`config.mk`:
```
export PLATFORM = sky130hd
export DESIGN_NAME = srmem_drain
export DESIGN_NICKNAME = d
export VERILOG_FILES = /design/src/rtl/srmem_drain.sv
export SDC_FILE = /design/constraint.sdc
export NUM_CORES = 1
export LEC_CHECK = 0
export ABC_AREA = 1
export ABC_CLOCK_PERIOD_IN_PS = 3000
export BUFFER_PORTS_ARGS = -buffer_cell sky130_fd_sc_hd__buf_2
export CAP_MARGIN = 5
export CORE_ASPECT_RATIO = 1.25
export CORE_MARGIN = 2
export CORE_UTILIZATION = 40
export CTS_BUF_LIST = sky130_fd_sc_hd__clkbuf_4
export DETAILED_ROUTE_END_ITERATION = 6
export PLACE_DENSITY = 0.67
export REMOVE_ABC_BUFFERS = 1
export SLEW_MARGIN = 20
export SYNTH_ARGS = -nofsm -noshare
export SYNTH_HDL_FRONTEND = slang
export SYNTH_SLANG_ARGS = --single-unit
```
`constraint.sdc`:
```
create_clock -name clk -period 3 [get_ports clk]
set_input_delay 0.6 -clock clk [delete_from_list [all_inputs] [get_ports clk]]
set_output_delay 0.6 -clock clk [all_outputs]
set_load 0.05 [all_outputs]
```
`src/rtl/srmem_drain.sv`:
```
// Drains double-buffered srmem read windows onto one valid/ready stream, lowest valid slot first.
// Optional SRMEM_DRAIN_CNT_EN adds a saturating per-batch accepted-entry counter on batch_cnt.
module srmem_drain #(
  parameter int NUM_RDPORT = 1,
  parameter int DATA_BW    = 8
) (
  input  logic                                clk,
  input  logic                                rst,
  input  logic [NUM_RDPORT*(DATA_BW+1)-1:0]   dout_list,
  input  logic                                rdvalid,
  input  logic                                nextready,
  input  logic                                rdlastinfo,
  output logic                                req_pop,
  output logic                                req_newdata,
  output logic                                out_valid,
  output logic [DATA_BW-1:0]                  out_data,
  output logic                                out_last,
  input  logic                                out_ready,
  output logic                                busy
`ifdef SRMEM_DRAIN_CNT_EN
  ,
  output logic [15:0]                         batch_cnt
`endif
);

  localparam int SLOT_W = DATA_BW + 1;
  localparam logic [NUM_RDPORT-1:0] MASK_ONE = NUM_RDPORT'(1);

  typedef enum logic [1:0] {
    ST_WAIT,
    ST_EMIT,
    ST_ADV,
    ST_GAP
  } state_t;

  state_t                               state_q, state_d;
  logic [NUM_RDPORT-1:0]                mask_q, mask_d;
  logic [NUM_RDPORT-1:0][DATA_BW-1:0]   data_q, data_d;
  logic                                 last_q, last_d;

  logic [NUM_RDPORT-1:0]                win_mask;
  logic [NUM_RDPORT-1:0][DATA_BW-1:0]   win_data;
  logic [NUM_RDPORT-1:0]                sel_oh;
  logic                                 capture;
  logic                                 accept;

  always_comb begin
    win_mask = '0;
    win_data = '0;
    for (int k = 0; k < NUM_RDPORT; k++) begin
      win_mask[k] = dout_list[k*SLOT_W + DATA_BW];
      win_data[k] = dout_list[k*SLOT_W +: DATA_BW];
    end
  end

  // Isolating the lowest set bit makes invalid slots cost no cycles.
  always_comb begin
    sel_oh    = mask_q & (~mask_q + MASK_ONE);
    out_valid = (state_q == ST_EMIT) && (|mask_q);
    out_last  = out_valid && last_q && (mask_q == sel_oh);
    accept    = out_valid && out_ready;
    busy      = (state_q != ST_WAIT);
    out_data  = '0;
    for (int k = 0; k < NUM_RDPORT; k++) begin
      out_data = out_data | (data_q[k] & {DATA_BW{sel_oh[k]}});
    end
  end

  always_comb begin
    state_d     = state_q;
    mask_d      = mask_q;
    data_d      = data_q;
    last_d      = last_q;
    req_pop     = 1'b0;
    req_newdata = 1'b0;
    capture     = 1'b0;

    case (state_q)
      ST_WAIT: begin
        capture = rdvalid;
      end
      ST_EMIT: begin
        if (accept) begin
          mask_d = mask_q & ~sel_oh;
        end
        if (mask_d == '0) begin
          state_d = ST_ADV;
        end
      end
      ST_ADV: begin
        if (last_q) begin
          req_newdata = 1'b1;
        end else begin
          req_pop = 1'b1;
        end
        state_d = ST_GAP;
      end
      ST_GAP: begin
        // The srmem flags a ready follow-on window here, so skip WAIT.
        capture = nextready;
        state_d = ST_WAIT;
      end
      default: begin
        state_d = ST_WAIT;
      end
    endcase

    if (capture) begin
      mask_d  = win_mask;
      data_d  = win_data;
      last_d  = rdlastinfo;
      state_d = ST_EMIT;
    end
  end

  always_ff @(posedge clk) begin
    if (rst) begin
      state_q <= ST_WAIT;
      mask_q  <= '0;
      data_q  <= '0;
      last_q  <= 1'b0;
    end else begin
      state_q <= state_d;
      mask_q  <= mask_d;
      data_q  <= data_d;
      last_q  <= last_d;
    end
  end

`ifdef SRMEM_DRAIN_CNT_EN
  logic [15:0] cnt_q, cnt_d;

  always_comb begin
    cnt_d = cnt_q;
    if (req_newdata) begin
      cnt_d = '0;
    end else if (accept && (cnt_q != 16'hFFFF)) begin
      cnt_d = cnt_q + 16'd1;
    end
  end

  always_ff @(posedge clk) begin
    if (rst) begin
      cnt_q <= '0;
    end else begin
      cnt_q <= cnt_d;
    end
  end

  assign batch_cnt = cnt_q;
`endif

endmodule

```
==> summary.md, run 1 <==
| Metric | Value |
|---|---|
| Largest net degree at the start of global routing | 13 |
| Number of library cell types mapped by synthesis | 17 |
| Crit-path max FO | 5 |
| Final global-route overflow total | 0 |
| Top-count cell post-synth | nor2_1 |
| Worst Skew | 0.001202 ns |
| Die area | 2217 um2 |
| Critical Path Source Type | flop |
| Req. time, crit path | 2.40 ns |
| Hold-fix buffers at CTS | 0 |
| Yosys top cell area share | 0.3238 |
| Number of global-route vias before repair | 591 |
| All-Layer GR Usage | 0.1582 |
| Number of antenna violations at the first check in global routing | 0 |
| Clk sinks | 12 |
| CP Capture Type | primary output |
| Top post-synthesis cells by area | dfxtp_1 32%, o21ai_2 13%, nor2_1 11% |
| RSZ-0062 raised after global routing | no |
| Pleak | 0.0005383 uW |
| Sequential group share of total power | 0.333 |
| Clk pwr share | 0.127 |
| Count of flip-flops with a built-in enable after synthesis | 0 |
| Post-route ant nets | 0 |
| Root Buffer | clkbuf_4 |
| Die height | 52.15 um |
| Die W | 42.52 um |
| First-pass GRT wire length | 2559 um |
| Drt wl/cell | 10.08 um |
| Synth Flop Type | dfxtp_1 |
| CTS clk-pin slew, worst paths | 0.08 ns |
| Achievable Freq | 0.4959 GHz |
| Final setup TNS | 0 ns |
| Final core occ | 0.5032 |
| #FFs+latches synth | 12 |
| Comb power frac | 0.539 |
| Hold violation count in the final report | 0 |
| Worst VDD drop | 447.8 uV |
| Tightest Pin Transition | 0.5554 ns |
| Hold Path Class | in2reg |
| Final setup vio count | 0 |
| CTS tree | built |
| Post_cts resized | 0 |
| NumNets Final | 149 |
| CTS Buf Count | 3 |
| Via density | 4.486 |
| Switching share of power | 0.5102 |
| Fin crit share | 0.6721 |
| DRC viols | 0 |
| Internal | 409.5 uW |
| Syn Std Cell Area | 742.0 um2 |
| Min Tclk post-route | 2.016 ns |
| Number of max-cap violations | 0 |
| Clock Path Buffers | 2 |
| Slew HR | 0.6293 |
| Post-synthesis cell count | 99 |
| Rows | 17 |
| Synth top cells by count | 22 x nor2_1, 20 x inv_1, 15 x nand2_1 |
| Starting Density | 0.4203 |
| Final wirelength | 1472 um |
| Initial DRC count | 7 |
| Pwr dens | 941.1 nW/um2 |
| CORE AREA | 1765 um2 |
| Switch Pwr | 426.5 uW |
| Slew Viols, Final | 0 |
| Critical path class | reg2out |
| Post-CTS setup buffers | 0 |
| Worst-skew pair later-pin latency | 0.28 ns |
| IO Pins | 28 |
| Register area share after synthesis | 0.3238 |
| Ant. Diodes | 0 |
| Syn_area_per_cell | 7.495 um2 |
| H-tree depth | 1 |
| Async SR Flop Fraction | 0 |
| Via count | 655 |
| Synth Warn # | 0 |
| Layout cells sized above 1 | 0.3780 |
| Post-synth top area cell | dfxtp_1 |
| Status | completed |
| Placer Congestion | 0.6995 |
| Crit path DAT | 1.42 ns |
| Port bufs | 27 |
| Drt first pass iters | 4 |
| Area Overhead vs Synth | 19.73% |
| DP Wirelength | 1081 um |
power by group through the flow:
stage | clock network [uW] | registers [uW] | logic [uW]
detailed placement | 0 | 283 | 453
global placement | 0 | 279 | 443
CTS | 108 | 280 | 457
floorplan | 0 | 270 | 366
finish | 106 | 279 | 451
global route | 117 | 290 | 512
routing by layer:
metal  track usage  wire (um)
met5             0          0
met4       0.09375         46
met3       0.03819         91
met2        0.2641        707
met1        0.1818        626
worst max-delay path, cell delays in order, from the launching register on:
cell and delay, ns:
dfxtp_1 0.43, ha_1 0.25, nand2_4 0.08, nor2_1 0.11, buf_2 0.27
final timing paths:
check	startpoint	endpoint	slack (ns)	cells past startpoint
worst max-delay path	state_q[0]	out_last	0.98	4
worst min-delay path	rst	state_q[0]	0.48	2
worst max register to register	state_q[0]	mask_q	1.24	8
worst min register to register	data_q[4]	data_q[4]	0.49	2
sequential cells by signal (all words and copies together), names as in the netlist:
register,count
mask_q,1
state_q,2
data_q,8
last_q,1
through the flow:
step / worst slack, ns / power [uW] / hold WS [ns] / std cells / cell area, um2
3_3_place_gp: 1.292 / 722.1 / 0.4651 / 142 / 862.1
4_1_cts: 0.9743 / 844.2 / 0.4840 / 146 / 888.4
5_1_grt: 0.9167 / 919.9 / 0.4915 / 146 / 888.4
2_1_floorplan: 1.042 / 636.3 / 0.4549 / 96 / 703.2
6_report: 0.9836 / 836.0 / 0.4841 / 146 / 888.4
3_5_place_dp: 1.255 / 735.9 / 0.4764 / 142 / 862.1
final cells by class:
cell class,count,area [um2]
Tap cell,19,23.77
Clock buffer,3,22.52
Multi-Input combinational cell,63,382.9
Inverter,21,80.08
Clock inverter,1,3.754
Fill cell,195,877.1
Timing Repair Buffer,27,135.1
Sequential cell,12,240.2
cell usage in the layout (no fill, tap or decap):
cell type / synthesis / routed
inv_1: 20 / 20
dfxtp_1: 12 / 12
clkinv_1: 0 / 1
clkbuf_4: 0 / 3
nand2_2: 1 / 1
nand2_4: 2 / 2
ha_1: 6 / 6
nand2_1: 15 / 15
clkinv_2: 1 / 1
o21ai_2: 11 / 11
nor2_1: 22 / 22
a21oi_2: 2 / 2
o21ai_0: 1 / 1
nand3_1: 1 / 1
o21ai_1: 1 / 1
buf_2: 0 / 27
nor2_4: 1 / 1
cell families (layout without fill, tap and decap cells):
family                     after synthesis  in the layout  share of synthesized area
buffers and inverters                   24             52                     0.1602
adders and majority gates                6              6                     0.1012
AOI/OAI and AO/OA                       15             15                     0.1669
DFF                                     12             12                     0.3238
and+or+nand+nor                         42             42                     0.2479
Power figures use the tool's default switching activity.
==> inputs of run 2 (changes only) <==
ABC_AREA = 0   (was 1)
ABC_CLOCK_PERIOD_IN_PS = 1800   (was 3000)
PLACE_DENSITY = 0.71   (was 0.67)
clock period = 1.8 ns   (was 3 ns; I/O delays follow)
==> summary.md, run 2 <==
| Metric | Value |
|---|---|
| Rows | 16 (-1) |
| Area Overhead vs Synth | 27.65% |
| Slew Viols, Final | 0 (unchanged) |
| Via density | 5.118 (+14%) |
| Hold Path Class | in2reg |
| All-Layer GR Usage | 0.1580 (-0.0001692) |
| Worst Skew | 0.005914 ns (+0.004712 ns) |
| Final setup vio count | 0 (unchanged) |
| Via count | 650 (-0.76%) |
| IO Pins | 28 (unchanged) |
| Critical path class | reg2out |
| Post-synth top area cell | dfxtp_1 |
| Synth Flop Type | dfxtp_1 |
| Root Buffer | clkbuf_4 |
| Worst VDD drop | 1163 uV (+160%) |
| Synth top cells by count | 12 x dfxtp_1, 11 x a21oi_1, 10 x nand3_1, 10 x o21ai_0, 9 x and2_1 |
| Commonest non-fill, non-tap cells in the layout | 26 x buf_2, 11 x a21oi_1, 11 x dfxtp_1, 10 x nand3_1, 10 x o21ai_0 |
| Syn Std Cell Area | 660.6 um2 (-11%) |
| Layout cells sized above 1 | 0.3394 (-0.03850) |
| Critical Path Source Type | flop |
| Port bufs | 27 (unchanged) |
| #FFs+latches synth | 12 (unchanged) |
| Die area | 1995 um2 (-10%) |
| Clock Path Buffers | 2 (unchanged) |
| Slew HR | 0.7416 (+0.1123) |
| Post-synthesis cell count | 81 (-18%) |
| CTS clk-pin slew, worst paths | 0.08 ns (about the same) |
| Min Tclk post-route | 1.737 ns |
| Ant. Diodes | 0 (unchanged) |
| DRC viols | 0 (unchanged) |
| CP Capture Type | primary output |
| Async SR Flop Fraction | 0 (unchanged) |
| Largest register FFs | 8 (unchanged) |
| Starting Density | 0.4231 (+0.002807) |
| Number of antenna violations at the first check in global routing | 0 (unchanged) |
| Clk sinks | 12 (unchanged) |
| Final wirelength | 1498 um (+1.8%) |
| Fin crit share | 0.9647 |
| Die W | 40.35 um (-5.1%) |
| CP max stage cell | dfxtp_2 |
| Initial DRC count | 8 (+1) |
| Top post-synthesis cells by area | dfxtp_1 36%, ha_1 11%, and2_1 8.5% |
| Drt wl/cell | 11.80 um (+17%) |
| Post-route ant nets | 0 (unchanged) |
| Pwr dens | 1524 nW/um2 (+62%) |
| CORE AREA | 1562 um2 (-12%) |
| CP max stage delay | 0.37 ns (-0.06 ns) |
| Register area share after synthesis | 0.3636 (+0.03986) |
| Crit-path max FO | 5 (unchanged) |
| CTS tree | built |
| Final global-route overflow total | 0 (unchanged) |
| Req. time, crit path | 1.44 ns (-0.96 ns) |
| Biggest regs | data_q: 8 flops, state_q: 2 flops |
| Pleak | 0.0004041 uW (-25%) |
| Largest net degree at the start of global routing | 14 (+1) |
| Status | completed |
| Hold violation count in the final report | 0 (unchanged) |
| Yosys top cell area share | 0.3636 (+0.03986) |
| First-pass GRT wire length | 2235 um (-13%) |
| Number of library cell types mapped by synthesis | 23 (+6) |
| Count of flip-flops with a built-in enable after synthesis | 0 (unchanged) |
| Worst-skew pair later-pin latency | 0.27 ns (about the same) |
| CTS Buf Count | 3 (unchanged) |
| Biggest register | data_q |
| Commonest non-fill, non-tap cell in the layout | buf_2 |
| Critical-path cell list | inv_1 -> ha_1 -> and3_2 -> clkbuf_4 |
| Synth Warn # | 0 (unchanged) |
| H-tree depth | 1 (unchanged) |
| Achievable Freq | 0.5759 GHz |
| Top-count cell post-synth | dfxtp_1 |
| Post-Layout Cell Count | 127 (-13%) |
| Tightest Pin Transition | 0.3876 ns (-0.1678 ns) |
| Placer Congestion | 0.7569 (+8.2%) |
| Die height | 49.44 um (-5.2%) |
| Drt first pass iters | 4 (unchanged) |
| Number of global-route vias before repair | 548 (-7.3%) |
| DP Wirelength | 1099 um (+1.7%) |
| Number of max-cap violations | 0 (unchanged) |
| NumNets Final | 131 (-12%) |
| RSZ-0062 raised after global routing | no |
| Final setup TNS | 0 ns (unchanged) |
| Cell count after placement | 123 (-13%) |
| Crit path DAT | 1.38 ns (-0.04 ns) |
| Syn_area_per_cell | 8.156 um2 (+8.8%) |
run 2: cell count changes after synthesis, sizes merged, moves of 3 or more:
cell	change
a21oi	+9
and2	+10
clkbuf	+3
inv	-16
nand2	-17
nand3	+9
nor2	-21
o21ai	-3
run 2: area by class of cell:
| class | count | area (um2) |
|---|---|---|
| fillers | 169 | 718.2 |
| multi-input cells | 60 | 385.4 |
| flip-flops and latches | 12 | 241.5 |
| repair buffers | 29 | 152.6 |
| clock buffers | 3 | 22.52 |
| well taps | 18 | 22.52 |
| inverters | 4 | 15.01 |
| clock inverters | 1 | 3.754 |
run 2: worst max-delay path, delay by kind of cell, from the launching register on:
family,cells,cell delay (ns)
fa+ha+maj,1,0.23
buf+inv,2,0.28
flops,1,0.37
simple gates,1,0.23
run 2: cells by family after synthesis:
logic type	synth area share
AO/OA/AOI/OAI	0.2216
AND/OR/NAND/NOR	0.2481
flip-flops	0.3636
buffers and inverters	0.05301
adder cells (fa/ha/maj)	0.1136
run 2: worst paths after layout:
| path | startpoint | endpoint | slack [ns] | cells past startpoint |
|---|---|---|---|---|
| hold / removal | dout_list[1] | data_q[1] | 0.34 | 3 |
| hold reg to reg | data_q[2] | data_q[2] | 0.47 | 2 |
| setup / recovery | state_q[1] | out_last | 0.06 | 4 |
| setup reg to reg | state_q[0] | state_q[0] | 0.28 | 5 |
run 2: timing repair:
| action | 4_1_cts | 5_1_grt |
|---|---|---|
| setup endpoints to repair | 1 | 1 |
| gates resized for setup | 1 | 1 |
| hold buffers | 0 | 0 |
| buffers inserted | 0 | 0 |
run 2: power breakdown:
part           internal (uW)  switching [uW]
clock network           80.0            89.1
logic                    231             471
registers                351            62.3
total                    662             623
run 2: routing by layer:
layer | up-vias | GRT usage | share of wire
li1 | 338 | - | -
met1 | 292 | 0.2068 | 0.44
met2 | 18 | 0.2434 | 0.48
met3 | 2 | 0.02740 | 0.061
met4 | 0 | 0.06667 | 0.011
met5 | - | 0 | 0
run 2: per-stage QoR:
| step | setup slack (ns) | hold WS, ns | instance area [um2] | util | power, uW |
|---|---|---|---|---|---|
| final | 0.06346 | 0.3380 | 843.3 | 0.5401 | 1285 |
| after detailed placement | 0.2400 | 0.4657 | 813.3 | 0.5208 | 1119 |
| after global placement | 0.2949 | 0.4596 | 813.3 | 0.5208 | 1105 |
| after global routing | 0.00008860 | 0.3387 | 843.3 | 0.5401 | 1395 |
| after CTS | 0.04360 | 0.3315 | 840.8 | 0.5385 | 1292 |
| after floorplan | 0.1200 | 0.4291 | 640.6 | - | 909.4 |
